`src/rtl/snn_pkg.sv`:
```
// Shared types and constants for the spiking column front end.
// Default sizes come from the project-wide `SNN_TIME_PERIOD / `SNN_NEURONS_PER_LAYER macros.
`ifndef SNN_TIME_PERIOD
`define SNN_TIME_PERIOD 8
`endif
`ifndef SNN_NEURONS_PER_LAYER
`define SNN_NEURONS_PER_LAYER 4
`endif

package snn_pkg;

    localparam int TIME_PERIOD = `SNN_TIME_PERIOD;
    localparam int NEURONS     = `SNN_NEURONS_PER_LAYER;
    localparam int TW          = $clog2(TIME_PERIOD) + 1;

    // Any spike time at or above the period length never fires.
    localparam int NO_SPIKE    = TIME_PERIOD;

    typedef logic [TW-1:0] spike_time_t;

    typedef enum logic {
        IDLE = 1'b0,
        RUN  = 1'b1
    } enc_state_t;

endpackage

```
`src/rtl/spike_volley_encoder_if.sv`:
```
// Producer/consumer bundle of the spike volley encoder.
// The master side offers spike-time vectors and inhibit; the slave side is the encoder.
interface spike_volley_encoder_if #(
    parameter int NEURONS = snn_pkg::NEURONS,
    parameter int TW      = snn_pkg::TW
);
    logic                    in_valid;
    logic                    in_ready;
    logic [NEURONS*TW-1:0]   in_times;
    logic                    inhibit;
    logic [TW-1:0]           time_val;
    logic [NEURONS-1:0]      spike_volley;
    logic                    period_start;
    logic                    period_end;
    logic                    busy;

    modport master (
        output in_valid, in_times, inhibit,
        input  in_ready, time_val, spike_volley, period_start, period_end, busy
    );

    modport slave (
        input  in_valid, in_times, inhibit,
        output in_ready, time_val, spike_volley, period_start, period_end, busy
    );
endinterface

```
`src/rtl/spike_vector_buffer.sv`:
```
// One-entry pending register for spike-time vectors with valid/ready handshake.
// o_sel_data picks the stored vector when full, otherwise bypasses the live input.
module spike_vector_buffer #(
    parameter int W = 16
) (
    input  logic         clk,
    input  logic         rst_n,
    input  logic         i_valid,
    input  logic [W-1:0] i_data,
    input  logic         i_capture,
    input  logic         i_pop,
    output logic         o_ready,
    output logic         o_full,
    output logic [W-1:0] o_sel_data
);

    logic         r_full;
    logic [W-1:0] r_data;

    always_ff @(posedge clk or negedge rst_n) begin
        if (!rst_n) begin
            r_full <= 1'b0;
            r_data <= '0;
        end else if (i_pop) begin
            r_full <= 1'b0;
        end else if (i_capture && i_valid && !r_full) begin
            r_full <= 1'b1;
            r_data <= i_data;
        end
    end

    assign o_ready    = !r_full;
    assign o_full     = r_full;
    assign o_sel_data = r_full ? r_data : i_data;

endmodule

```
`src/rtl/spike_volley_encoder.sv`:
```
// Converts per-neuron spike times into one-hot-in-time volleys, one TIME_PERIOD per vector.
// A pending slot lets the next vector queue up so periods run back-to-back.
module spike_volley_encoder
    import snn_pkg::*;
#(
    parameter int TIME_PERIOD = snn_pkg::TIME_PERIOD,
    parameter int NEURONS     = snn_pkg::NEURONS
) (
    input  logic                   clk,
    input  logic                   rst_n,
    spike_volley_encoder_if.slave  enc
);

    localparam int TW = $clog2(TIME_PERIOD) + 1;
    localparam logic [TW-1:0] LAST_STEP = TW'(TIME_PERIOD - 1);

    enc_state_t              r_state;
    enc_state_t              w_next_state;
    logic [TW-1:0]           r_time;
    logic [TW-1:0]           w_next_time;
    logic                    r_mask;
    logic                    w_next_mask;
    logic [NEURONS*TW-1:0]   r_active;

    logic                    w_ready;
    logic                    w_full;
    logic [NEURONS*TW-1:0]   w_sel_data;
    logic                    w_transfer;
    logic                    w_last;
    logic                    w_load_active;
    logic                    w_capture;
    logic                    w_pop;
    logic [NEURONS-1:0]      w_match;

    spike_vector_buffer #(
        .W (NEURONS*TW)
    ) u_pending (
        .clk        (clk),
        .rst_n      (rst_n),
        .i_valid    (enc.in_valid),
        .i_data     (enc.in_times),
        .i_capture  (w_capture),
        .i_pop      (w_pop),
        .o_ready    (w_ready),
        .o_full     (w_full),
        .o_sel_data (w_sel_data)
    );

    assign w_transfer = enc.in_valid && w_ready;
    assign w_last     = (r_time == LAST_STEP);

    always_comb begin
        w_next_state  = r_state;
        w_next_time   = r_time;
        w_next_mask   = r_mask;
        w_load_active = 1'b0;
        w_capture     = 1'b0;
        w_pop         = 1'b0;
        case (r_state)
            IDLE: begin
                if (w_transfer) begin
                    w_load_active = 1'b1;
                    w_next_state  = RUN;
                    w_next_time   = '0;
                    w_next_mask   = 1'b0;
                end
            end
            RUN: begin
                if (!w_last) begin
                    w_next_time = r_time + TW'(1);
                    w_capture   = 1'b1;
                    if (enc.inhibit) begin
                        w_next_mask = 1'b1;
                    end
                end else begin
                    // Wrap: pending slot takes priority, then a same-cycle bypass, else stop.
                    w_next_time = '0;
                    w_next_mask = 1'b0;
                    if (w_full) begin
                        w_pop         = 1'b1;
                        w_load_active = 1'b1;
                    end else if (w_transfer) begin
                        w_load_active = 1'b1;
                    end else begin
                        w_next_state = IDLE;
                    end
                end
            end
            default: w_next_state = IDLE;
        endcase
    end

    always_ff @(posedge clk or negedge rst_n) begin
        if (!rst_n) begin
            r_state  <= IDLE;
            r_time   <= '0;
            r_mask   <= 1'b0;
            r_active <= '0;
        end else begin
            r_state <= w_next_state;
            r_time  <= w_next_time;
            r_mask  <= w_next_mask;
            if (w_load_active) begin
                r_active <= w_sel_data;
            end
        end
    end

    // Times at or beyond TIME_PERIOD can never equal r_time, so they never fire.
    for (genvar g = 0; g < NEURONS; g++) begin : g_cmp
        assign w_match[g] = (r_active[g*TW +: TW] == r_time);
    end

    assign enc.in_ready     = w_ready;
    assign enc.time_val     = r_time;
    assign enc.busy         = (r_state == RUN);
    assign enc.spike_volley = ((r_state == RUN) && !r_mask) ? w_match : '0;
    assign enc.period_start = (r_state == RUN) && (r_time == '0);
    assign enc.period_end   = (r_state == RUN) && w_last;

endmodule
```
`src/flat_wrapper.sv`:
```
// flat-port wrapper written by rule: the top's interface ports become plain ports
module spike_volley_encoder_flat import snn_pkg::*;
#(
    parameter int TIME_PERIOD = snn_pkg::TIME_PERIOD,
    parameter int NEURONS     = snn_pkg::NEURONS
)
  (clk, rst_n, enc_in_valid, enc_in_times, enc_inhibit, enc_in_ready, enc_time_val, enc_spike_volley, enc_period_start, enc_period_end, enc_busy);
  spike_volley_encoder_if #(.NEURONS(NEURONS)) enc_i ();
  input  logic clk;
  input  logic rst_n;
  input wire logic [$bits(enc_i.in_valid)-1:0] enc_in_valid;
  input wire logic [$bits(enc_i.in_times)-1:0] enc_in_times;
  input wire logic [$bits(enc_i.inhibit)-1:0] enc_inhibit;
  output wire logic [$bits(enc_i.in_ready)-1:0] enc_in_ready;
  output wire logic [$bits(enc_i.time_val)-1:0] enc_time_val;
  output wire logic [$bits(enc_i.spike_volley)-1:0] enc_spike_volley;
  output wire logic [$bits(enc_i.period_start)-1:0] enc_period_start;
  output wire logic [$bits(enc_i.period_end)-1:0] enc_period_end;
  output wire logic [$bits(enc_i.busy)-1:0] enc_busy;
  assign enc_i.in_valid = enc_in_valid;
  assign enc_i.in_times = enc_in_times;
  assign enc_i.inhibit = enc_inhibit;
  assign enc_in_ready = enc_i.in_ready;
  assign enc_time_val = enc_i.time_val;
  assign enc_spike_volley = enc_i.spike_volley;
  assign enc_period_start = enc_i.period_start;
  assign enc_period_end = enc_i.period_end;
  assign enc_busy = enc_i.busy;
  spike_volley_encoder #(.TIME_PERIOD(TIME_PERIOD), .NEURONS(NEURONS)) u_core (.clk(clk), .rst_n(rst_n), .enc(enc_i));
endmodule
```
`config.mk`:
```
export PLATFORM = sky130hd
export DESIGN_NAME = spike_volley_encoder_flat
export DESIGN_NICKNAME = d
export VERILOG_FILES = /design/src/rtl/snn_pkg.sv /design/src/rtl/spike_volley_encoder_if.sv /design/src/rtl/spike_vector_buffer.sv /design/src/rtl/spike_volley_encoder.sv /design/src/flat_wrapper.sv
export SDC_FILE = /design/constraint.sdc
export NUM_CORES = 1
export LEC_CHECK = 0
export CORE_UTILIZATION = 49
export CTS_CLUSTER_SIZE = 25
export DETAILED_ROUTE_END_ITERATION = 6
export GPL_TIMING_DRIVEN = 0
export PLACE_DENSITY = 0.86
export RECOVER_POWER = 50
export SYNTH_ARGS = -nofsm -noshare
export SYNTH_HDL_FRONTEND = slang
export SYNTH_SLANG_ARGS = --single-unit
```
`constraint.sdc`:
```
create_clock -name clk -period 1.65 [get_ports clk]
set_input_delay 0.495 -clock clk [delete_from_list [all_inputs] [get_ports clk]]
set_output_delay 0.495 -clock clk [all_outputs]
set_load 0.005 [all_outputs]
```
==> qor.txt, run 1 <==
Sink Count -> 39
clock tree from TritonCTS -> done
Top delay family on crit path -> buffers and inverters
Post-Syn Area per Cell -> 10.9 um2
HP Class -> in2async
Mapped Nets -> 224
clock root cell -> clkbuf_8
Peak VDD IR -> 1.03 mV
die footprint -> 4770 um2
remaining antenna violation count -> 0
Max Slew Vio Count -> 0
Synth-to-Final Area Change -> 43.2%
initial antenna violation count -> 0
Register-to-Register Path Depth -> 8
drt via density -> 5.84
Setup Viol. Count Final -> 22
status -> finished, violations left
ant diodes -> 0
Clock Skew -> 9.42 ps
Reg-to-Reg Start -> u_core.enc.time_val[1]
GRT Util Overall -> 0.255
RSZ-0062 raised after global routing -> true
Seq pwr share -> 0.281
DP Area -> 2570 um2
clk slew on worst S/H paths -> 80 ps
# hold bufs at CTS -> 0
worst path required time -> 1150 ps
Storage cell area -> 977 um2
GRT overflow -> 0
vias -> 1817
later-pin clock latency in the skew report -> 300 ps
post-DP HPWL -> 3270 um
DR iter-0 viols -> 166
# H-tree levels -> 2
# IOs -> 32
Least-Margin Pin Slew -> 975 ps
Die Width -> 69.0 um
Worst path max stage delay -> 400 ps
multi-input logic area -> 1230 um2
WP buf/inv -> 3
vias in the first global route -> 1856
Max Cap Violations -> 0
Final nets -> 280
sw frac -> 0.358
Max Clk Rate -> 0.491 GHz
FF-to-FF setup slack -> -160 ps
pwr/cell area -> 2040 nW/um2
starting density of the core -> 0.509
WP data arrival -> 1540 ps
Die Ht -> 69.0 um
part of the cycle the worst path needs -> 1.23
Filler cells -> 266
P_int -> 4130 uW
crit path max-delay cell type -> dfrtp_1
Clock Tree Buf Depth -> 2
crit path max fanout -> 6
Yosys cell types -> 38
routed wire length -> 5980 um
Critical Path Sink Type -> primary output
residual DRC count -> 0
Avg WL per Cell -> 19.2 um
Final WS setup -> -386 ps
leakage -> 0.00143 uW
DRT Pass-1 Iters -> 4
TritonCTS Buffers -> 5
Gate power share -> 0.571
kind of critical path -> reg2out
core area -> 4320 um2
Tot Pwr -> 6440 uW
PortBufs -> 31
first-pass GRT wire length -> 9230 um
reg-to-reg endpoint -> u_core.u_pending.r_data[5]
final worst path period need -> 2040 ps
dpl ws -> -812 ps
register area share after synthesis -> 0.443
Synth Register Bits -> 39
Psw -> 2310 uW
CP cell instances -> buf_6 > clkbuf_16 > xnor2_2 > nand3_1 > nor3_2 > buf_2
max_slew headroom -> 0.350
largest net degree at the start of global routing -> 40
crit path launch type -> flip-flop
clock power share -> 0.148
final hold vios -> 0
GP Congestion -> 0.805
row count -> 24
failing checks -> setup timing
Post-Syn Area -> 2200 um2
Min Hold Slack -> 331 ps
Syn. warnings -> 0
Syn Inst Count -> 202
fin area -> 3150 um2
proportion of layout cells with a drive suffix above 1 -> 0.378
==> power groups by stage <==
stage               Sequential [uW]  Clock (uW)  Combinational (uW)
floorplan                      1690           0                1950
global placement               1720           0                2510
detailed placement             1750           0                2600
CTS                            1770         957                3370
global route                   1860         999                3910
finish                         1810         951                3680
==> cells in the mapped netlist, drive strengths merged <==
cell	count	share of area
a311o	1	0.0045
mux2i	6	0.027
xor2	4	0.016
nor4b	1	0.0040
nand3b	1	0.0091
o31ai	1	0.0034
nor3b	10	0.034
nor4	1	0.0028
buf	9	0.035
nor2	3	0.0051
xnor2	12	0.048
or2	1	0.0028
clkbuf	6	0.010
a21oi	13	0.031
a32o	6	0.027
and2b	1	0.0040
nand4b	1	0.0040
dfrtp	39	0.44
and2	1	0.0028
o211ai	1	0.0034
nor3	4	0.0091
o22a	10	0.040
ha	2	0.011
nand2	10	0.017
o22ai	1	0.0028
a211o	6	0.024
inv	15	0.026
nand2b	2	0.0057
and3	2	0.0085
nand3	6	0.014
mux2	17	0.10
o21ai	9	0.020
==> flip-flops by register name, indices dropped and copies added (netlist names) <==
signal                   count
u_core.enc.busy              1
u_core.enc.time_val          4
u_core.r_active             16
u_core.r_mask                1
u_core.u_pending.o_full      1
u_core.u_pending.r_data     16
==> cell type report <==
cell class | instances | area share
inverter | 15 | 0.0202
clock inverter | 2 | 0.0190
sequential | 39 | 0.310
buffer | 13 | 0.0579
timing repair buffer | 51 | 0.158
tap | 52 | 0.0206
multi-input combinational | 133 | 0.391
clock buffer | 6 | 0.0230
==> how the worst max path moves through the flow <==
stage                      startpoint                     endpoint  cells after the start
2_1_floorplan         u_core.enc.busy          enc_spike_volley[0]                      4
3_3_place_gp                    rst_n  u_core.u_pending.r_data[13]                      1
3_5_place_dp          u_core.enc.busy          enc_spike_volley[2]                      5
4_1_cts        u_core.enc.time_val[1]          enc_spike_volley[3]                      6
5_1_grt        u_core.enc.time_val[1]          enc_spike_volley[2]                      6
6_report       u_core.enc.time_val[1]          enc_spike_volley[2]                      6
==> cells in the final DEF (no fill, tap or decap), types with 6 or more instances in the layout <==
cell	n
dfrtp_1	38
mux2i_1	6
buf_4	11
buf_2	7
o21ai_0	7
inv_1	11
a211o_1	6
buf_6	9
dlygate4sd2_1	6
o22a_1	10
a21oi_1	12
nand2_1	10
clkdlybuf4s50_1	17
mux2_4	12
a32o_1	6
clkbuf_8	7
nor3b_1	9
xnor2_2	8
==> routing by layer <==
layer,track usage,vias up,part of all wire
li1,-,836,-
met1,0.302,899,0.40
met2,0.423,61,0.52
met3,0.0614,21,0.043
met4,0.145,0,0.039
met5,0,-,0
==> what timing repair did <==
action,4_1_cts,5_1_grt
gates cloned,1,0
gates resized for setup,83,26
pin swaps,17,10
setup endpoints to repair,44,40
endpoints found under the hold margin,0,0
setup buffers,16,3
==> metrics by stage <==
stage                     instances   util  setup TNS [ps]
after detailed placement        285  0.595          -21040
after floorplan                 202      -               0
after CTS                       309  0.710           -3590
after global routing            311  0.729           -4730
after global placement          285  0.596          -52760
final                           311  0.729           -3750
==> kinds of logic after synthesis <==
kind of cell | after synthesis | synth area share
compound gates | 48 | 0.157
simple gates | 44 | 0.123
flops | 39 | 0.443
buf+inv | 30 | 0.0710
mux | 23 | 0.131
xor+xnor | 16 | 0.0636
fa+ha+maj | 2 | 0.0114
(Power assumes the default switching activity.)
==> inputs of run 2 (changes only) <==
Settings changed: GPL_TIMING_DRIVEN 0 to unset.
==> qor.txt, run 2 (same netlist as run 1, synthesis figures left out) <==
status -> finished, violations left
failing checks -> setup timing
GP Congestion -> 0.874 (+8.5%)
vias -> 1991 (+9.6%)
vias in the first global route -> 1969 (+6.1%)
crit path max-delay cell type -> dfrtp_1
starting density of the core -> 0.509 (unchanged)
max_slew headroom -> 0.342 (-0.00784)
clk slew on worst S/H paths -> 90 ps (about the same)
Setup Viol. Count Final -> 43 (+95%)
later-pin clock latency in the skew report -> 310 ps (about the same)
Peak VDD IR -> 0.988 mV (-3.9%)
pwr/cell area -> 2080 nW/um2 (+1.7%)
Clock Tree Buf Depth -> 2 (unchanged)
drt via density -> 5.96 (+2.0%)
fin cells -> 334 (+7.4%)
Final nets -> 303 (+8.2%)
# IOs -> 32 (unchanged)
commonest non-fill, non-tap cell in the layout -> dfrtp_1
Die Width -> 69.0 um (unchanged)
PortBufs -> 31 (unchanged)
initial antenna violation count -> 0 (unchanged)
residual DRC count -> 0 (unchanged)
fin util -> 0.757 (+0.0275)
Clock Skew -> 13.2 ps (+3.79 ps)
crit path launch type -> flip-flop
crit path max fanout -> 4 (-2)
DR iter-0 viols -> 213 (+28%)
GRT Util Overall -> 0.270 (+0.0152)
Avg WL per Cell -> 21.2 um (+11%)
placed cell count -> 306 (+7.4%)
HP Class -> in2async
DRT Pass-1 Iters -> 5 (+1)
CP cell instances -> buf_6 > buf_8 > xnor2_2 > nand3_1 > nor3_2 > buf_2
part of the cycle the worst path needs -> 1.29 (+0.0531)
remaining antenna violation count -> 0 (unchanged)
Max Clk Rate -> 0.471 GHz (-4.1%)
Sink Count -> 39 (unchanged)
clock tree from TritonCTS -> done
ant diodes -> 0 (unchanged)
# H-tree levels -> 2 (unchanged)
final hold vios -> 0 (unchanged)
die footprint -> 4770 um2 (unchanged)
post-DP HPWL -> 3560 um (+8.9%)
clock root cell -> clkbuf_8
final worst path period need -> 2120 ps (+87.7 ps)
row count -> 24 (unchanged)
Max Slew Vio Count -> 0 (unchanged)
kind of critical path -> reg2out
proportion of layout cells with a drive suffix above 1 -> 0.429 (+0.0507)
RSZ-0062 raised after global routing -> true
first-pass GRT wire length -> 9940 um (+7.7%)
Die Ht -> 69.0 um (unchanged)
GRT overflow -> 0 (unchanged)
Least-Margin Pin Slew -> 987 ps (+11.8 ps)
Critical Path Sink Type -> primary output
# hold bufs at CTS -> 0 (unchanged)
core area -> 4320 um2 (unchanged)
Final WS setup -> -473 ps (-87.7 ps)
routed wire length -> 7100 um (+19%)
Synth-to-Final Area Change -> 48.6%
TritonCTS Buffers -> 5 (unchanged)
Setup TNS -> -8640 ps (-4890 ps)
Filler cells -> 258 (-3.0%)
worst path required time -> 1150 ps (about the same)
leakage -> 0.00152 uW (+6.2%)
most frequent cells in the layout -> 36 x dfrtp_1, 35 x buf_4, 18 x clkdlybuf4s50_1
Worst path max stage delay -> 440 ps (+40 ps)
Max Cap Violations -> 0 (unchanged)
largest net degree at the start of global routing -> 40 (unchanged)
WP data arrival -> 1630 ps (+90 ps)
==> run 2: cell count changes in the layout (fill, tap and decap cells not counted), sizes merged <==
cell | before | now
and2 | 1 | 2
clkdlybuf4s15 | 0 | 1
clkdlybuf4s50 | 17 | 18
dlygate4sd2 | 6 | 2
a21oi | 13 | 14
buf | 33 | 61
dlymetal6s2s | 0 | 1
clkbuf | 14 | 8
==> run 2: final cells by class <==
type	count	area (um2)	area share
clock buffers	6	72.6	0.0222
clock inverters	2	60.1	0.0184
inverters	15	56.3	0.0172
multi-input cells	135	1270	0.390
flip-flops and latches	39	980	0.299
well taps	52	65.1	0.0199
repair buffers	85	763	0.233
==> run 2: per-layer routing <==
metal  part of all wire  GRT usage
met1               0.41      0.329
met2               0.48      0.437
met3              0.057     0.0658
met4              0.049      0.154
met5                  0          0
==> run 2: final timing paths <==
path | start | endpoint | slack, ps | cells past startpoint
setup / recovery | u_core.enc.time_val[1] | enc_spike_volley[2] | -470 | 6
min in group clk | u_core.u_pending.r_data[9] | u_core.u_pending.r_data[9] | 510 | 1
hold reg to reg | u_core.u_pending.r_data[9] | u_core.u_pending.r_data[9] | 510 | 1
hold / removal | rst_n | u_core.u_pending.r_data[3] | 410 | 2
max in group asynchronous | rst_n | u_core.enc.time_val[0] | 550 | 2
setup reg to reg | u_core.enc.time_val[1] | u_core.u_pending.r_data[8] | -300 | 9
==> run 2: what timing repair did <==
| action | 4_1_cts | 5_1_grt |
|---|---|---|
| setup endpoints to repair | 44 | 43 |
| cloned | 2 | 1 |
| pin swaps | 12 | 13 |
| resized for setup | 62 | 34 |
| buffers inserted | 12 | 8 |
==> run 2: worst max-delay path: cells and delay by family (launching register included) <==
family                 cells  cell delay [ps]
AND/OR/NAND/NOR            2              260
XOR/XNOR                   1              180
buffers and inverters      3              440
flip-flops                 1              440
==> run 2: through the flow <==
step | hold slack (ps) | instance area [um2] | setup slack, ps | total power [uW]
finish | 406 | 3270 | -473 | 6790
floorplan | 199 | 2200 | 3.99 | 3640
global route | 499 | 3270 | -489 | 7090
CTS | 152 | 3130 | -341 | 6180
global placement | 478 | 2780 | -387 | 4560
detailed placement | 480 | 2780 | -422 | 4700
==> run 2: power by group <==
group	switching, uW	total (uW)	internal (uW)
Sequential	408	1850	1440
Combinational	1770	3980	2210
Clock	363	968	605
Total	2540	6790	4250
